[src/rtl/bsort_pkg.sv]
// Shared helpers for the pipelined bitonic sorter.
// The compare-exchange network is described by a flat layer index so the top
// level can build it with plain generate loops instead of recursion.
//   n_layers(lp)             : number of compare-exchange layers for 2**lp lanes
//   layer_blk(layer)         : log2 of the bitonic block size a layer works in
//   layer_dist(layer)        : log2 of the lane distance between partners
//   partner_lane(layer,lane) : the lane that 'lane' is compared against
//   pair_lo_lane(layer,pair) : lower lane of the pair-th compare in a layer
//   lane_desc(lp,layer,lane) : 1 when this lane's block sorts against the
//                              transaction direction
package bsort_pkg;

  // Upper bound on LP, used to keep the elaboration-time search loops finite.
  localparam int MAX_LP = 16;

  function automatic int n_layers(input int lp);
    return (lp * (lp + 1)) / 2;
  endfunction

  // Layers are ordered block size 2,4,8,... and within a block size from the
  // widest distance down to 1, so block size s owns layers s(s-1)/2 .. s(s+1)/2-1.
  function automatic int layer_blk(input int layer);
    int s;
    s = 1;
    while ((s < MAX_LP) && (((s * (s + 1)) / 2) <= layer)) s++;
    return s;
  endfunction

  function automatic int layer_dist(input int layer);
    int s;
    s = layer_blk(layer);
    return s - 1 - (layer - (s * (s - 1)) / 2);
  endfunction

  function automatic int partner_lane(input int layer, input int lane);
    return lane ^ (1 << layer_dist(layer));
  endfunction

  // Insert a zero bit at the partner-distance position of the pair index.
  function automatic int pair_lo_lane(input int layer, input int pair);
    int j;
    j = layer_dist(layer);
    return ((pair >> j) << (j + 1)) | (pair & ((1 << j) - 1));
  endfunction

  // In the recursive network each level sorts its lower half in the parent's
  // direction and its upper half reversed, so a block's direction flips once
  // for every upper-half choice between it and the full vector.
  function automatic logic lane_desc(input int lp, input int layer, input int lane);
    logic flip;
    flip = 1'b0;
    for (int b = layer_blk(layer); b < lp; b++) begin
      flip = flip ^ (((lane >> b) & 1) != 0);
    end
    return flip;
  endfunction

endpackage

[src/rtl/bsort_cmp_ex.sv]
// One compare-exchange cell: orders two (key, tag) pairs.
//   keyA_i/tagA_i : pair on the lower lane
//   keyB_i/tagB_i : pair on the upper lane
//   desc_i        : 0 puts the smaller key on the lower lane, 1 the larger
//   keyA_o..tagB_o: ordered pairs; tags always follow their keys
// Equal keys never swap.
module bsort_cmp_ex #(
  parameter int DW = 8,
  parameter int TW = 3
) (
  input  logic [DW-1:0] keyA_i,
  input  logic [TW-1:0] tagA_i,
  input  logic [DW-1:0] keyB_i,
  input  logic [TW-1:0] tagB_i,
  input  logic          desc_i,
  output logic [DW-1:0] keyA_o,
  output logic [TW-1:0] tagA_o,
  output logic [DW-1:0] keyB_o,
  output logic [TW-1:0] tagB_o
);

  logic swap;

  // Strict comparisons keep equal keys in place.
  always_comb begin
    swap   = desc_i ? (keyA_i < keyB_i) : (keyA_i > keyB_i);
    keyA_o = swap ? keyB_i : keyA_i;
    tagA_o = swap ? tagB_i : tagA_i;
    keyB_o = swap ? keyA_i : keyB_i;
    tagB_o = swap ? tagA_i : tagB_i;
  end

endmodule

[src/rtl/bitonic_sort_pipe.sv]
// Pipelined bitonic sorter: one vector of 2**LP (key, tag) lanes per clock.
// Every compare-exchange layer is followed by a register stage; the last
// stage drives the outputs directly.
//   clk, rst             : clock and synchronous active-high reset
//   in_valid/in_ready    : input handshake; in_dir, in_key, in_tag sampled on accept
//   out_valid/out_ready  : output handshake; out_dir, out_key, out_tag held while stalled
//   busy                 : any stage holds a valid vector
module bitonic_sort_pipe #(
  parameter int LP = 3,
  parameter int DW = 8,
  parameter int TW = 3,
  localparam int PN = 1 << LP
) (
  input  logic                   clk,
  input  logic                   rst,
  input  logic                   in_valid,
  output logic                   in_ready,
  input  logic                   in_dir,
  input  logic [PN-1:0][DW-1:0]  in_key,
  input  logic [PN-1:0][TW-1:0]  in_tag,
  output logic                   out_valid,
  input  logic                   out_ready,
  output logic                   out_dir,
  output logic [PN-1:0][DW-1:0]  out_key,
  output logic [PN-1:0][TW-1:0]  out_tag,
  output logic                   busy
);

  import bsort_pkg::*;

  localparam int S = n_layers(LP);

  typedef logic [PN-1:0][DW-1:0] keyv_t;
  typedef logic [PN-1:0][TW-1:0] tagv_t;

  logic [S-1:0] validQ, validD, advance;
  logic [S-1:0] dirQ, dirD;
  keyv_t        keyQ [S];
  keyv_t        keyD [S];
  keyv_t        srcKey [S];
  tagv_t        tagQ [S];
  tagv_t        tagD [S];
  tagv_t        srcTag [S];

  // Ready chain: a stage may load when it is empty or its successor loads,
  // evaluated from the output backwards so bubbles collapse in one cycle.
  // Each layer also gets its source vector: the inputs for layer 0, the
  // previous stage's register otherwise.
  always_comb begin
    logic ld;
    ld      = out_ready;
    advance = '0;
    validD  = '0;
    dirD    = '0;
    for (int k = S - 1; k >= 0; k--) begin
      ld         = ~validQ[k] | ld;
      advance[k] = ld;
    end
    validD[0] = in_valid;
    dirD[0]   = in_dir;
    srcKey[0] = in_key;
    srcTag[0] = in_tag;
    for (int k = 1; k < S; k++) begin
      validD[k] = validQ[k-1];
      dirD[k]   = dirQ[k-1];
      srcKey[k] = keyQ[k-1];
      srcTag[k] = tagQ[k-1];
    end
  end

  // One layer of PN/2 compare-exchange cells per stage; the lane pairing and
  // per-block direction come from the package so the schedule is fixed here.
  for (genvar k = 0; k < S; k++) begin : g_layer
    keyv_t dstKey;
    tagv_t dstTag;
    for (genvar p = 0; p < PN / 2; p++) begin : g_pair
      localparam int   LA   = pair_lo_lane(k, p);
      localparam int   LB   = partner_lane(k, LA);
      localparam logic FLIP = lane_desc(LP, k, LA);
      bsort_cmp_ex #(.DW(DW), .TW(TW)) u_cx (
        .keyA_i (srcKey[k][LA]),
        .tagA_i (srcTag[k][LA]),
        .keyB_i (srcKey[k][LB]),
        .tagB_i (srcTag[k][LB]),
        .desc_i (dirD[k] ^ FLIP),
        .keyA_o (dstKey[LA]),
        .tagA_o (dstTag[LA]),
        .keyB_o (dstKey[LB]),
        .tagB_o (dstTag[LB])
      );
    end
    assign keyD[k] = dstKey;
    assign tagD[k] = dstTag;
  end

  // Stage registers. Data only moves when a valid vector arrives, so the
  // output stage keeps its contents across bubbles and stalls. Only the
  // output stage's data is cleared on reset since it is visible at the ports.
  always_ff @(posedge clk) begin
    if (rst) begin
      validQ       <= '0;
      dirQ[S-1]    <= 1'b0;
      keyQ[S-1]    <= '0;
      tagQ[S-1]    <= '0;
    end else begin
      for (int k = 0; k < S; k++) begin
        if (advance[k]) begin
          validQ[k] <= validD[k];
          if (validD[k]) begin
            dirQ[k] <= dirD[k];
            keyQ[k] <= keyD[k];
            tagQ[k] <= tagD[k];
          end
        end
      end
    end
  end

  assign in_ready  = advance[0] & ~rst;
  assign out_valid = validQ[S-1];
  assign out_dir   = dirQ[S-1];
  assign out_key   = keyQ[S-1];
  assign out_tag   = tagQ[S-1];
  assign busy      = |validQ;

endmodule

[config.mk]
export PLATFORM = sky130hd
export DESIGN_NAME = bitonic_sort_pipe
export DESIGN_NICKNAME = d
export VERILOG_FILES = /design/src/rtl/bsort_pkg.sv /design/src/rtl/bsort_cmp_ex.sv /design/src/rtl/bitonic_sort_pipe.sv
export SDC_FILE = /design/constraint.sdc
export NUM_CORES = 1
export LEC_CHECK = 0
export CAP_MARGIN = 20
export CORE_ASPECT_RATIO = 0.9
export CORE_MARGIN = 2
export CORE_UTILIZATION = 34
export CTS_CLUSTER_SIZE = 25
export DETAILED_ROUTE_END_ITERATION = 10
export GPL_TIMING_DRIVEN = 0
export PLACE_DENSITY_LB_ADDON = 0.15
export SLEW_MARGIN = 20
export SYNTH_ARGS = -nofsm -noshare
export SYNTH_HDL_FRONTEND = slang
export SYNTH_SLANG_ARGS = --single-unit
[constraint.sdc]
create_clock -name clk -period 10.5 [get_ports clk]
set_input_delay 2.1 -clock clk [delete_from_list [all_inputs] [get_ports clk]]
set_output_delay 2.1 -clock clk [all_outputs]
set_load 0.01 [all_outputs]
==> metrics.md <==
| Metric | Value |
|---|---|
| Status | `complete, no violations` |
| Synthesized instance count | `1991` |
| Post-CTS Resized | `0` |
| Worst Tran Pin Value | `0.9807 ns` |
| Slew Limit Fails | `0` |
| Startpoint types | `primary input` |
| Clock Sinks | `540` |
| Synth unique cells | `40` |
| Register area share after synthesis | `57.28%` |
| Worst-Skew Late Latency | `0.65 ns` |
| Antenna cells | `0` |
| Routed wire length | `68230 um` |
| Max cap viols | `0` |
| Crit end category | `output pin` |
| Synth Net Count | `2276` |
| Die height | `277.1 um` |
| ANT nets after route | `0` |
| HP Class | `register to register` |
| Final Core Density | `41.16%` |
| Final setup fails | `0` |
| CP cell instances | `clkdlybuf4s50_1 > nor2_1 > and2_1 > and3_1 > a21oi_1 > clkdlybuf4s50_1` |
| Post-synth top area cell | `edfxtp_1` |
| CTS clk-pin slew, worst paths | `0.06 ns` |
| Fmax | `164.2 MHz` |
| Design Area, Final | `33940 um2` |
| Seq pwr share | `47.7%` |
| Residual DRC | `0` |
| # Post-CTS Setup Buffers | `0` |
| Longest Clk Path Bufs | `3` |
| Cell with the most instances after synthesis | `edfxtp_1` |
| Length of the first detailed-routing pass in iterations | `5` |
| Vias/cell | `4.858` |
| Drt wl/cell | `20.10 um` |
| Switch Pwr | `0.001147 W` |
| Final nets | `2556` |
| Netlist Area Pre-Place | `28190 um2` |
| Largest net degree at the start of global routing | `62` |
| Die width | `307.5 um` |
| I/O pins | `185` |
| Switching part of the total | `22.06%` |
| Mean post-synth cell area | `14.16 um2` |
| CTS buffer count | `61` |
| Number of flops mapped to enable cells by yosys | `533` |
| Primary FF master, synth | `edfxtp_1` |
| CORE AREA | `82450 um2` |
| Cts hold-fix bufs | `0` |
| Row count | `100` |
| Leakage power | `13.01 nW` |
| Initial Utilization | `34.18%` |
| Total Power | `0.005198 W` |
| Clock Tree Root | `clkbuf_16` |
| Area delta synth->final | `20.42%` |
| RSZ-0062 raised after global routing | `no` |
| Final setup margin | `4.411 ns` |
| Power per cell area | `153.1 nW/um2` |
| Max_slew headroom | `34.38%` |
| Die area | `85220 um2` |
| First-pass GRT wire length | `103500 um` |
| Critical path required time | `8.40 ns` |
| Total number of vias | `16490` |
| VDD IR max | `0.1178 mV` |
| Most area-consuming cells after synthesis | `edfxtp_1 57%, mux2_2 16%, ha_1 8.5%, mux2i_1 3.2%, inv_1 3.0%` |
| Post-detail-place hpwl | `54400 um` |
| H-tree depth | `2` |
| Comb pwr share | `8.8%` |
| Filler instances | `7570` |
| Commonest cells in the netlist | `533 x edfxtp_1, 392 x mux2_2, 223 x inv_1, 192 x ha_1, 128 x nand2_1` |
| Crit-path max cell delay | `0.51 ns` |
| Overflow after GRT | `0` |
| CP most frequent cell | `clkdlybuf4s50_1` |
| CTS tree | `built` |
| Share of post-route cells with drive strength above 1 | `26.99%` |
| Vias in the first global route | `17280` |
| Fin crit share | `57.99%` |
| Crit path max fanout | `5` |
| Placement Cell Area | `31790 um2` |
| All-Layer GR Usage | `16.07%` |
| Final RePlAce weighted congestion | `0.8659` |
| Final min period | `6.089 ns` |
| Slowest cell on crit path | `clkdlybuf4s50_1` |
| Yosys warnings | `0` |
| Critical path arrival | `3.99 ns` |
| Crit Path Category | `primary input to output pin` |
| Clock share of power | `43.5%` |
| Initial antenna violation count | `0` |
| I/O Buffers | `184` |
| Clk_skew | `0.04913 ns` |
| Post-synth top area share | `56.79%` |
| Power Internal | `0.004051 W` |
| Final Hold Viols | `0` |
| Seq cells post-synth | `540` |
| Ys async rst share | `0%` |
| DR iter-0 viols | `802` |
| Pre-CTS setup slack | `4.417 ns` |
[worst paths after layout]
kind	from	end	slack, ns	depth (start not counted)
worst max-delay path	out_ready	in_ready	4.41	6
worst min-delay path	dirQ[5]$_SDFFE_PP0P_	dirQ[5]$_SDFFE_PP0P_	0.46	2
worst max register to register	validQ[4]$_SDFFE_PP0P_	keyQ[1][1]$_DFFE_PP_	7.30	13
worst min register to register	dirQ[5]$_SDFFE_PP0P_	dirQ[5]$_SDFFE_PP0P_	0.46	2
[critical path: cells and delay by family]
kind                   cells  cell delay (ns)
buffers and inverters      2             0.94
AND/OR/NAND/NOR            3             0.84
AO/OA/AOI/OAI              1             0.11
[through the flow]
stage	hold slack, ns	std cells	setup TNS, ns
floorplan	0.4206	1991	0
finish	0.4650	3394	0
CTS	0.4718	3394	0
global placement	0.4560	3246	-533.25
detailed placement	0.4627	3279	0
global route	0.5057	3394	0
[sequential cells by signal (all words and copies together) (netlist names)]
| name | cells |
|---|---|
| keyQ | 384 |
| tagQ | 144 |
| dirQ | 6 |
| validQ | 6 |
[placed cells by master (no fill, tap or decap), types with 7 or more instances in the layout]
| master | n |
|---|---|
| clkbuf_16 | 61 |
| clkbuf_1 | 15 |
| bufinv_16 | 12 |
| buf_4 | 29 |
| mux2i_1 | 89 |
| a41oi_1 | 11 |
| mux2_2 | 392 |
| o211ai_1 | 12 |
| nor2_1 | 32 |
| inv_1 | 223 |
| clkdlybuf4s50_1 | 184 |
| o21bai_1 | 9 |
| o31ai_1 | 11 |
| o21ai_0 | 33 |
| buf_2 | 40 |
| edfxtp_1 | 533 |
| a21oi_1 | 73 |
| nand2_1 | 128 |
| a211oi_1 | 13 |
| nor3_1 | 8 |
| ha_1 | 192 |
| clkinv_1 | 13 |
| nor2b_1 | 8 |
| nand4_1 | 46 |
| mux2_1 | 8 |
| dfxtp_1 | 7 |
| mux2_4 | 40 |
| a21o_1 | 11 |
[per-layer routing]
layer	up-vias	GRT usage, %	wire (um)
met5	-	0	0
met4	0	5.041	2027
met3	110	2.212	2654
met2	324	27.09	32530
met1	8006	21.37	31020
li1	8047	-	-
[cell type report]
class | instances | area [um2] | area share [%]
tap | 1071 | 1340 | 3.948
clock inverter | 47 | 594.3 | 1.751
timing repair buffer | 217 | 2232 | 6.576
sequential | 540 | 16150 | 47.57
inverter | 223 | 837.1 | 2.466
buffer | 61 | 374.1 | 1.102
clock buffer | 68 | 1553 | 4.575
multi-input combinational | 1167 | 10870 | 32.01
[kinds of logic (layout without fill, tap and decap cells)]
kind of cell	Yosys count	count (layout)	share of synthesized area, %
simple gates	244	244	4.017
mux	529	529	21.27
compound gates	202	202	4.608
fa+ha+maj	192	192	8.523
flops	540	540	57.28
buf+inv	284	616	4.297
[power by group through the flow]
| stage | Sequential (W) | Combinational (W) | Clock (W) |
|---|---|---|---|
| final | 0.00248 | 0.000456 | 0.00226 |
| after CTS | 0.00248 | 0.000464 | 0.00233 |
| after detailed placement | 0.00253 | 0.000458 | 0 |
| after floorplan | 0.00252 | 0.000286 | 0 |
| after global placement | 0.00254 | 0.000441 | 0 |
| after global routing | 0.00249 | 0.000504 | 0.00241 |
No activity file was read; power rests on OpenSTA's default activity.
